--- config.mk ---
export PLATFORM = sky130hd
export DESIGN_NAME = status_flag_unit_flat
export DESIGN_NICKNAME = d
export VERILOG_FILES = /design/src/rtl/status_flag_unit_pkg.sv /design/src/rtl/status_flag_unit_if.sv /design/src/rtl/status_flag_unit_pend_counter.sv /design/src/rtl/status_flag_unit.sv /design/src/flat_wrapper.sv
export SDC_FILE = /design/constraint.sdc
export NUM_CORES = 1
export LEC_CHECK = 0
export CORE_MARGIN = 2
export CORE_UTILIZATION = 25
export CTS_CLUSTER_SIZE = 20
export DETAILED_ROUTE_END_ITERATION = 8
export PLACE_DENSITY = 0.78
export REMOVE_ABC_BUFFERS = 1
export SETUP_SLACK_MARGIN = 0.2
export SLEW_MARGIN = 10
export SYNTH_ARGS = -nofsm -noshare
export SYNTH_HDL_FRONTEND = slang
export SYNTH_SLANG_ARGS = --single-unit
--- constraint.sdc ---
create_clock -name clk -period 1.5 [get_ports clk]
set_clock_uncertainty 0.05 [all_clocks]
set_input_delay 0.225 -clock clk [delete_from_list [all_inputs] [get_ports clk]]
set_output_delay 0.225 -clock clk [all_outputs]
set_load 0.02 [all_outputs]
--- src/rtl/status_flag_unit_pkg.sv ---
// Shared definitions for the status flag unit: flag bit positions inside
// status_reg_out, the "always" condition code, and the data-processing
// opcodes that leave C and V untouched.
package status_flag_unit_pkg;

  // Bit positions of each flag in the {Z,C,V,N} status word.
  localparam int unsigned FlagZ = 3;
  localparam int unsigned FlagC = 2;
  localparam int unsigned FlagV = 1;
  localparam int unsigned FlagN = 0;

  // Condition field value meaning "execute always"; anything else reads flags.
  localparam logic [3:0] CondAl = 4'b1110;

  // Data-processing opcodes whose flag update keeps the previous C and V.
  typedef enum logic [3:0] {
    OpAnd = 4'b0000,
    OpEor = 4'b0001,
    OpTst = 4'b1000,
    OpOrr = 4'b1100,
    OpMov = 4'b1101,
    OpMvn = 4'b1111
  } logic_op_e;

  // Decoder helper: does this opcode belong to the logical/move group.
  function automatic logic is_logic_op(input logic [3:0] opcode);
    unique case (opcode)
      OpAnd, OpEor, OpTst, OpOrr, OpMov, OpMvn: is_logic_op = 1'b1;
      default:                                  is_logic_op = 1'b0;
    endcase
  endfunction

endpackage

--- src/rtl/status_flag_unit_if.sv ---
// Pipeline-side signal bundle of the status flag unit.
// master: pipeline control (drives EXE/ID/flush/freeze, observes flags/hazard)
// slave : the status flag unit itself
interface status_flag_unit_if #(
  parameter int unsigned PEND_MAX = 3
);
  localparam int unsigned CntW = $clog2(PEND_MAX + 1);

  logic            exe_s;               // EXE instruction valid with S bit
  logic            exe_logic;           // EXE is a logical/move op
  logic [31:0]     alu_res;             // EXE ALU result
  logic            alu_c;               // EXE ALU carry-out
  logic            alu_v;               // EXE ALU overflow
  logic            id_issue_s;          // ID flag-setter advances this cycle
  logic            id_cond_uses_flags;  // ID instruction is conditional
  logic            flush;               // taken branch in EXE, kills ID and EXE
  logic            freeze;              // global stall
  logic [3:0]      status_reg_out;      // committed {Z,C,V,N}
  logic            flag_hazard;         // ID must stall
  logic [CntW-1:0] pend_cnt;            // in-flight flag setters
  logic            pend_err;            // sticky over/underflow

  modport master (
    output exe_s, exe_logic, alu_res, alu_c, alu_v, id_issue_s, id_cond_uses_flags,
           flush, freeze,
    input  status_reg_out, flag_hazard, pend_cnt, pend_err
  );

  modport slave (
    input  exe_s, exe_logic, alu_res, alu_c, alu_v, id_issue_s, id_cond_uses_flags,
           flush, freeze,
    output status_reg_out, flag_hazard, pend_cnt, pend_err
  );

endinterface

--- src/rtl/status_flag_unit_pend_counter.sv ---
// pend_counter: up/down counter of in-flight flag-setting instructions.
// Saturates at MAX and at zero; any attempt to pass either bound sets a sticky
// error bit. clear zeroes the count (error kept); hold freezes everything.
// Ports: clk, rst (async, active-high), hold, clear, inc, dec, cnt, err.
module pend_counter #(
  parameter int unsigned MAX = 3
) (
  input  logic                         clk,
  input  logic                         rst,
  input  logic                         hold,
  input  logic                         clear,
  input  logic                         inc,
  input  logic                         dec,
  output logic [$clog2(MAX + 1)-1:0]   cnt,
  output logic                         err
);

  localparam int unsigned CntW = $clog2(MAX + 1);
  localparam logic [CntW-1:0] CntMax = CntW'(MAX);
  localparam logic [CntW-1:0] CntOne = CntW'(1);

  logic [CntW-1:0] cnt_q, cnt_d;
  logic            err_q, err_d;

  always_comb begin
    cnt_d = cnt_q;
    err_d = err_q;
    if (!hold) begin
      if (clear) begin
        // Clear wins over inc/dec: every tracked instruction was squashed.
        cnt_d = '0;
      end else if (inc && !dec) begin
        if (cnt_q == CntMax) err_d = 1'b1;
        else                 cnt_d = cnt_q + CntOne;
      end else if (dec && !inc) begin
        if (cnt_q == '0) err_d = 1'b1;
        else             cnt_d = cnt_q - CntOne;
      end
    end
  end

  always_ff @(posedge clk or posedge rst) begin
    if (rst) begin
      cnt_q <= '0;
      err_q <= 1'b0;
    end else begin
      cnt_q <= cnt_d;
      err_q <= err_d;
    end
  end

  assign cnt = cnt_q;
  assign err = err_q;

endmodule

--- src/rtl/status_flag_unit.sv ---
// status_flag_unit: holds the committed {Z,C,V,N} flags and tracks flag
// setters still in flight so that conditional instructions in ID can stall.
// Ports: clk, rst (async, active-high); bus (slave side of status_flag_unit_if)
// carrying EXE result/flags, ID issue info, flush/freeze and the flag,
// hazard, pending-count and error outputs.
module status_flag_unit
  import status_flag_unit_pkg::*;
#(
  parameter int unsigned PEND_MAX = 3
) (
  input  logic                     clk,
  input  logic                     rst,
  status_flag_unit_if.slave        bus
);

  localparam int unsigned CntW = $clog2(PEND_MAX + 1);

  logic [3:0]      flags_q, flags_d;
  logic [CntW-1:0] cnt;
  logic            err;
  logic            commit;

  // A flushed EXE instruction is dead, so it never commits flags.
  assign commit = bus.exe_s && !bus.freeze && !bus.flush;

  always_comb begin
    flags_d = flags_q;
    if (commit) begin
      flags_d[FlagN] = bus.alu_res[31];
      flags_d[FlagZ] = (bus.alu_res == 32'd0);
      if (!bus.exe_logic) begin
        flags_d[FlagC] = bus.alu_c;
        flags_d[FlagV] = bus.alu_v;
      end
    end
  end

  always_ff @(posedge clk or posedge rst) begin
    if (rst) flags_q <= 4'b0000;
    else     flags_q <= flags_d;
  end

  // A squashed ID issue never enters the pipeline, so it is not counted.
  pend_counter #(
    .MAX (PEND_MAX)
  ) u_pend_counter (
    .clk   (clk),
    .rst   (rst),
    .hold  (bus.freeze),
    .clear (bus.flush),
    .inc   (bus.id_issue_s && !bus.flush),
    .dec   (bus.exe_s),
    .cnt   (cnt),
    .err   (err)
  );

  assign bus.status_reg_out = flags_q;
  assign bus.pend_cnt       = cnt;
  assign bus.pend_err       = err;
  // Still driven under freeze, from the held count.
  assign bus.flag_hazard    = bus.id_cond_uses_flags && (cnt != '0) && !bus.flush;

endmodule

--- src/flat_wrapper.sv ---
// flat-port wrapper written by rule: the top's interface ports become plain ports
module status_flag_unit_flat import status_flag_unit_pkg::*;
#(
  parameter int unsigned PEND_MAX = 3
)
  (clk, rst, bus_exe_s, bus_exe_logic, bus_alu_res, bus_alu_c, bus_alu_v, bus_id_issue_s, bus_id_cond_uses_flags, bus_flush, bus_freeze, bus_status_reg_out, bus_flag_hazard, bus_pend_cnt, bus_pend_err);
  status_flag_unit_if #(.PEND_MAX(PEND_MAX)) bus_i ();
  input  logic clk;
  input  logic rst;
  input wire logic [$bits(bus_i.exe_s)-1:0] bus_exe_s;
  input wire logic [$bits(bus_i.exe_logic)-1:0] bus_exe_logic;
  input wire logic [$bits(bus_i.alu_res)-1:0] bus_alu_res;
  input wire logic [$bits(bus_i.alu_c)-1:0] bus_alu_c;
  input wire logic [$bits(bus_i.alu_v)-1:0] bus_alu_v;
  input wire logic [$bits(bus_i.id_issue_s)-1:0] bus_id_issue_s;
  input wire logic [$bits(bus_i.id_cond_uses_flags)-1:0] bus_id_cond_uses_flags;
  input wire logic [$bits(bus_i.flush)-1:0] bus_flush;
  input wire logic [$bits(bus_i.freeze)-1:0] bus_freeze;
  output wire logic [$bits(bus_i.status_reg_out)-1:0] bus_status_reg_out;
  output wire logic [$bits(bus_i.flag_hazard)-1:0] bus_flag_hazard;
  output wire logic [$bits(bus_i.pend_cnt)-1:0] bus_pend_cnt;
  output wire logic [$bits(bus_i.pend_err)-1:0] bus_pend_err;
  assign bus_i.exe_s = bus_exe_s;
  assign bus_i.exe_logic = bus_exe_logic;
  assign bus_i.alu_res = bus_alu_res;
  assign bus_i.alu_c = bus_alu_c;
  assign bus_i.alu_v = bus_alu_v;
  assign bus_i.id_issue_s = bus_id_issue_s;
  assign bus_i.id_cond_uses_flags = bus_id_cond_uses_flags;
  assign bus_i.flush = bus_flush;
  assign bus_i.freeze = bus_freeze;
  assign bus_status_reg_out = bus_i.status_reg_out;
  assign bus_flag_hazard = bus_i.flag_hazard;
  assign bus_pend_cnt = bus_i.pend_cnt;
  assign bus_pend_err = bus_i.pend_err;
  status_flag_unit #(.PEND_MAX(PEND_MAX)) u_core (.clk(clk), .rst(rst), .bus(bus_i));
endmodule
==> results.md <==
- Max-cap viol count: 0
- Antenna Violating Nets Remaining: 0
- Worst EP required: 1.22 ns
- Largest family of logic cells by synthesized area: simple AND/OR/NAND/NOR gates
- # DRC: 0
- Achievable Freq: 0.7741 GHz
- Num CTS Buffers: 3
- Initial antenna violation count: 0
- Pwr dens: 728.2 mW/mm^2
- Top post-synthesis cells by area: dfrtp_1, nor4_1, mux2_2
- Post-Synth XOR/XNOR Area: 0%
- Synth top area share: 43.34%
- Fraction of layout cells with a size suffix above 1: 22.00%
- Final setup viols: 0
- Synth unique cells: 18
- Critical path buffer and inverter count: 1
- Kind of critical path: reg2out
- Final Hold Viols: 0
- Netlist Area Pre-Place: 404.1 um^2
- Max clock buf depth: 2
- Max_slew headroom: 82.17%
- Hold WC Path Type: in2async
- Worst slew pin tran: 0.2672 ns
- Routed vias: 582
- Slew Viols, Final: 0
- CP Launch Type: flop
- Post-route insts no fill: 116
- Gr usage total: 17.37%
- Final GP Congestion: 0.7058
- IO Port Bufs: 49
- Die X-Extent: 44.21 um
- Core ar.: 0.001506 mm^2
- Mux contribution to synthesized area: 8.359%
- Post-Route Utilization: 66.53%
- Drt pass-1 iters: 4
- Final min period: 1.292 ns
- VDD IR max: 551.7 uV
- Compound-Gate Fraction of Synth Area: 17.03%
- DR vias/cell: 5.017
- Simple-gate share of the synthesized area: 30.34%
- DRT iter0 DRCs: 18
- Synth Area per Inst: 9.399 um^2
- Slowest stage delay, CP: 0.37 ns
- Initial Util: 26.83%
- H-tree levels: 1
- RSZ-0062 raised after global routing: true
- Hold-fix buffers at CTS: 0
- Cell Chain, Critical Path: nor2_1 > nor3b_2 > buf_2
- Vias in the first global route: 613
- Ys Warns: 0
- Largest net degree at the start of global routing: 8
- Lkg Pwr: 0.4294 nW
- Synth Area in Adders: 0%
- GRT overflow: 0
- Clock root buffer: clkbuf_4
- Detailed placer's ending HPWL: 1.350 mm
- CTS tree: done
- Synthesized flop and latch total: 7
- Status: finished, final reports clean
- Worst path slowest cell: dfrtp_1
- Sequential area share after synthesis: 43.34%
- Clock sinks: 7
- CP delay by family, top: flip-flops
- CTS clk-pin slew, worst paths: 0.05 ns
- First-pass GRT wire length: 2.449 mm
- Area grow syn2layout: 148.0%
- DIE AREA: 0.001954 mm^2
- Dominant cell type by area after synthesis: dfrtp_1
- Arrival @ worst endpoint: 1.02 ns
- Core Rows: 14
- Element type at the critical path end: primary output
- IO Count: 50
- Routed wire per std cell: 14.26 um
- Crit-path max FO: 2
- Placed Instances: 112
- Diode count: 0
- Fill count: 136
- Post-Route WL: 1.654 mm
- Die Y-Extent: 44.21 um
- Post-synthesis cell count: 43
- Final nets: 143
- Fin crit share: 86.12%
- Clk Latency, worst-skew pair: 0.24 ns
## path summary, 6_finish.rpt
kind	startpoint	endpoint	slack [ns]	cells after the start
worst max-delay path	u_core.u_pend_counter.cnt[0]$_DFFE_PP0P_	bus_flag_hazard	0.21	3
worst max register to register	u_core.u_pend_counter.cnt[1]$_DFFE_PP0P_	u_core.u_pend_counter.cnt[0]$_DFFE_PP0P_	0.28	5
worst min register to register	u_core.bus.status_reg_out[3]$_DFFE_PP0P_	u_core.bus.status_reg_out[3]$_DFFE_PP0P_	0.42	2
min in group clk	bus_alu_res[15]	u_core.bus.status_reg_out[3]$_DFFE_PP0P_	0.30	4
worst min-delay path	rst	u_core.bus.status_reg_out[0]$_DFFE_PP0P_	0.16	2
max in group asynchronous	rst	u_core.u_pend_counter.err$_DFFE_PP0P_	1.02	2
## cell usage in the layout (no fill, tap or decap)
cell type and count:
nand4_1 2, dlygate4sd2_1 8, buf_4 4, nor3b_2 1
clkbuf_1 1, nor4_2 5, o31ai_1 1, dlymetal6s2s_1 3
nand2_1 4, nand2b_1 2, a22oi_1 1, clkbuf_4 3
dfrtp_1 7, o21bai_1 1, nand3b_1 1, buf_2 3
o21ai_0 2, clkdlybuf4s50_1 35, o211ai_1 1, nand2b_4 1
nor2_2 2, a21oi_1 1, nor4_1 3, mux2_2 3
a211o_1 1, a21o_1 2, inv_1 1, nor2_1 1
## stage by stage
stage / hold slack, ns / total power, mW / cell area (um^2) / TNS [ns] / worst slack [ns]
floorplan: -0.02160 / 0.3649 / 404.1 / 0 / 0.08165
global placement: 0.4042 / 0.5810 / 944.7 / -0.6527 / -0.2302
detailed placement: 0.4043 / 0.5867 / 944.7 / -0.9275 / -0.3293
CTS: 0.1646 / 0.7389 / 977.2 / 0 / 0.02382
global route: 0.1844 / 0.7797 / 1002 / 0 / 0.1484
finish: 0.1623 / 0.7298 / 1002 / 0 / 0.2082
## timing repair
action | 4_1_cts | 5_1_grt
cloned | 0 | 0
endpoints found under the setup margin | 12 | 7
setup buffers | 0 | 0
gates resized for setup | 21 | 12
pin swaps | 1 | 5
## logic make-up after synthesis
| logic type | count (synthesis) |
|---|---|
| AOI/OAI and AO/OA | 10 |
| buffers and inverters | 1 |
| DFF | 7 |
| muxes | 3 |
| and+or+nand+nor | 22 |
## cells in the mapped netlist
cell      n
o21bai_1  1
nand2_1   4
o211ai_1  1
a21oi_1   1
nor3b_1   1
nand3b_1  1
nor4_1    8
a21o_1    2
a211o_1   1
a22oi_1   1
inv_1     1
o31ai_1   1
nand4_1   2
nand2b_1  3
mux2_2    3
nor2_1    3
dfrtp_1   7
o21ai_0   2
## where the power goes
| part | switching, mW | internal [mW] |
|---|---|---|
| clock network | 0.0647 | 0.101 |
| logic | 0.142 | 0.183 |
| registers | 0.0163 | 0.223 |
| total | 0.223 | 0.507 |
## cell type report
cell class / count / area (um^2) / area share, %
multi-input combinational: 35 / 274.0 / 27.34
tap: 16 / 20.02 / 1.998
clock buffer: 4 / 26.28 / 2.622
inverter: 1 / 3.754 / 0.3745
sequential: 7 / 175.2 / 17.48
timing repair buffer: 53 / 503.0 / 50.19
## state kept, by name, indices dropped and copies added, names as in the netlist
name and flops:
u_core.bus.status_reg_out 4, u_core.u_pend_counter.cnt 2, u_core.u_pend_counter.err 1
## per-layer routing
layer / part of all wire, % / GRT usage [%] / vias to the layer above
li1: - / - / 284
met1: 34 / 17.47 / 266
met2: 55 / 30.88 / 24
met3: 6.7 / 4.082 / 8
met4: 4.9 / 12.73 / 0
met5: 0 / 0 / -
Note: power is estimated with default switching activity, not from simulation.
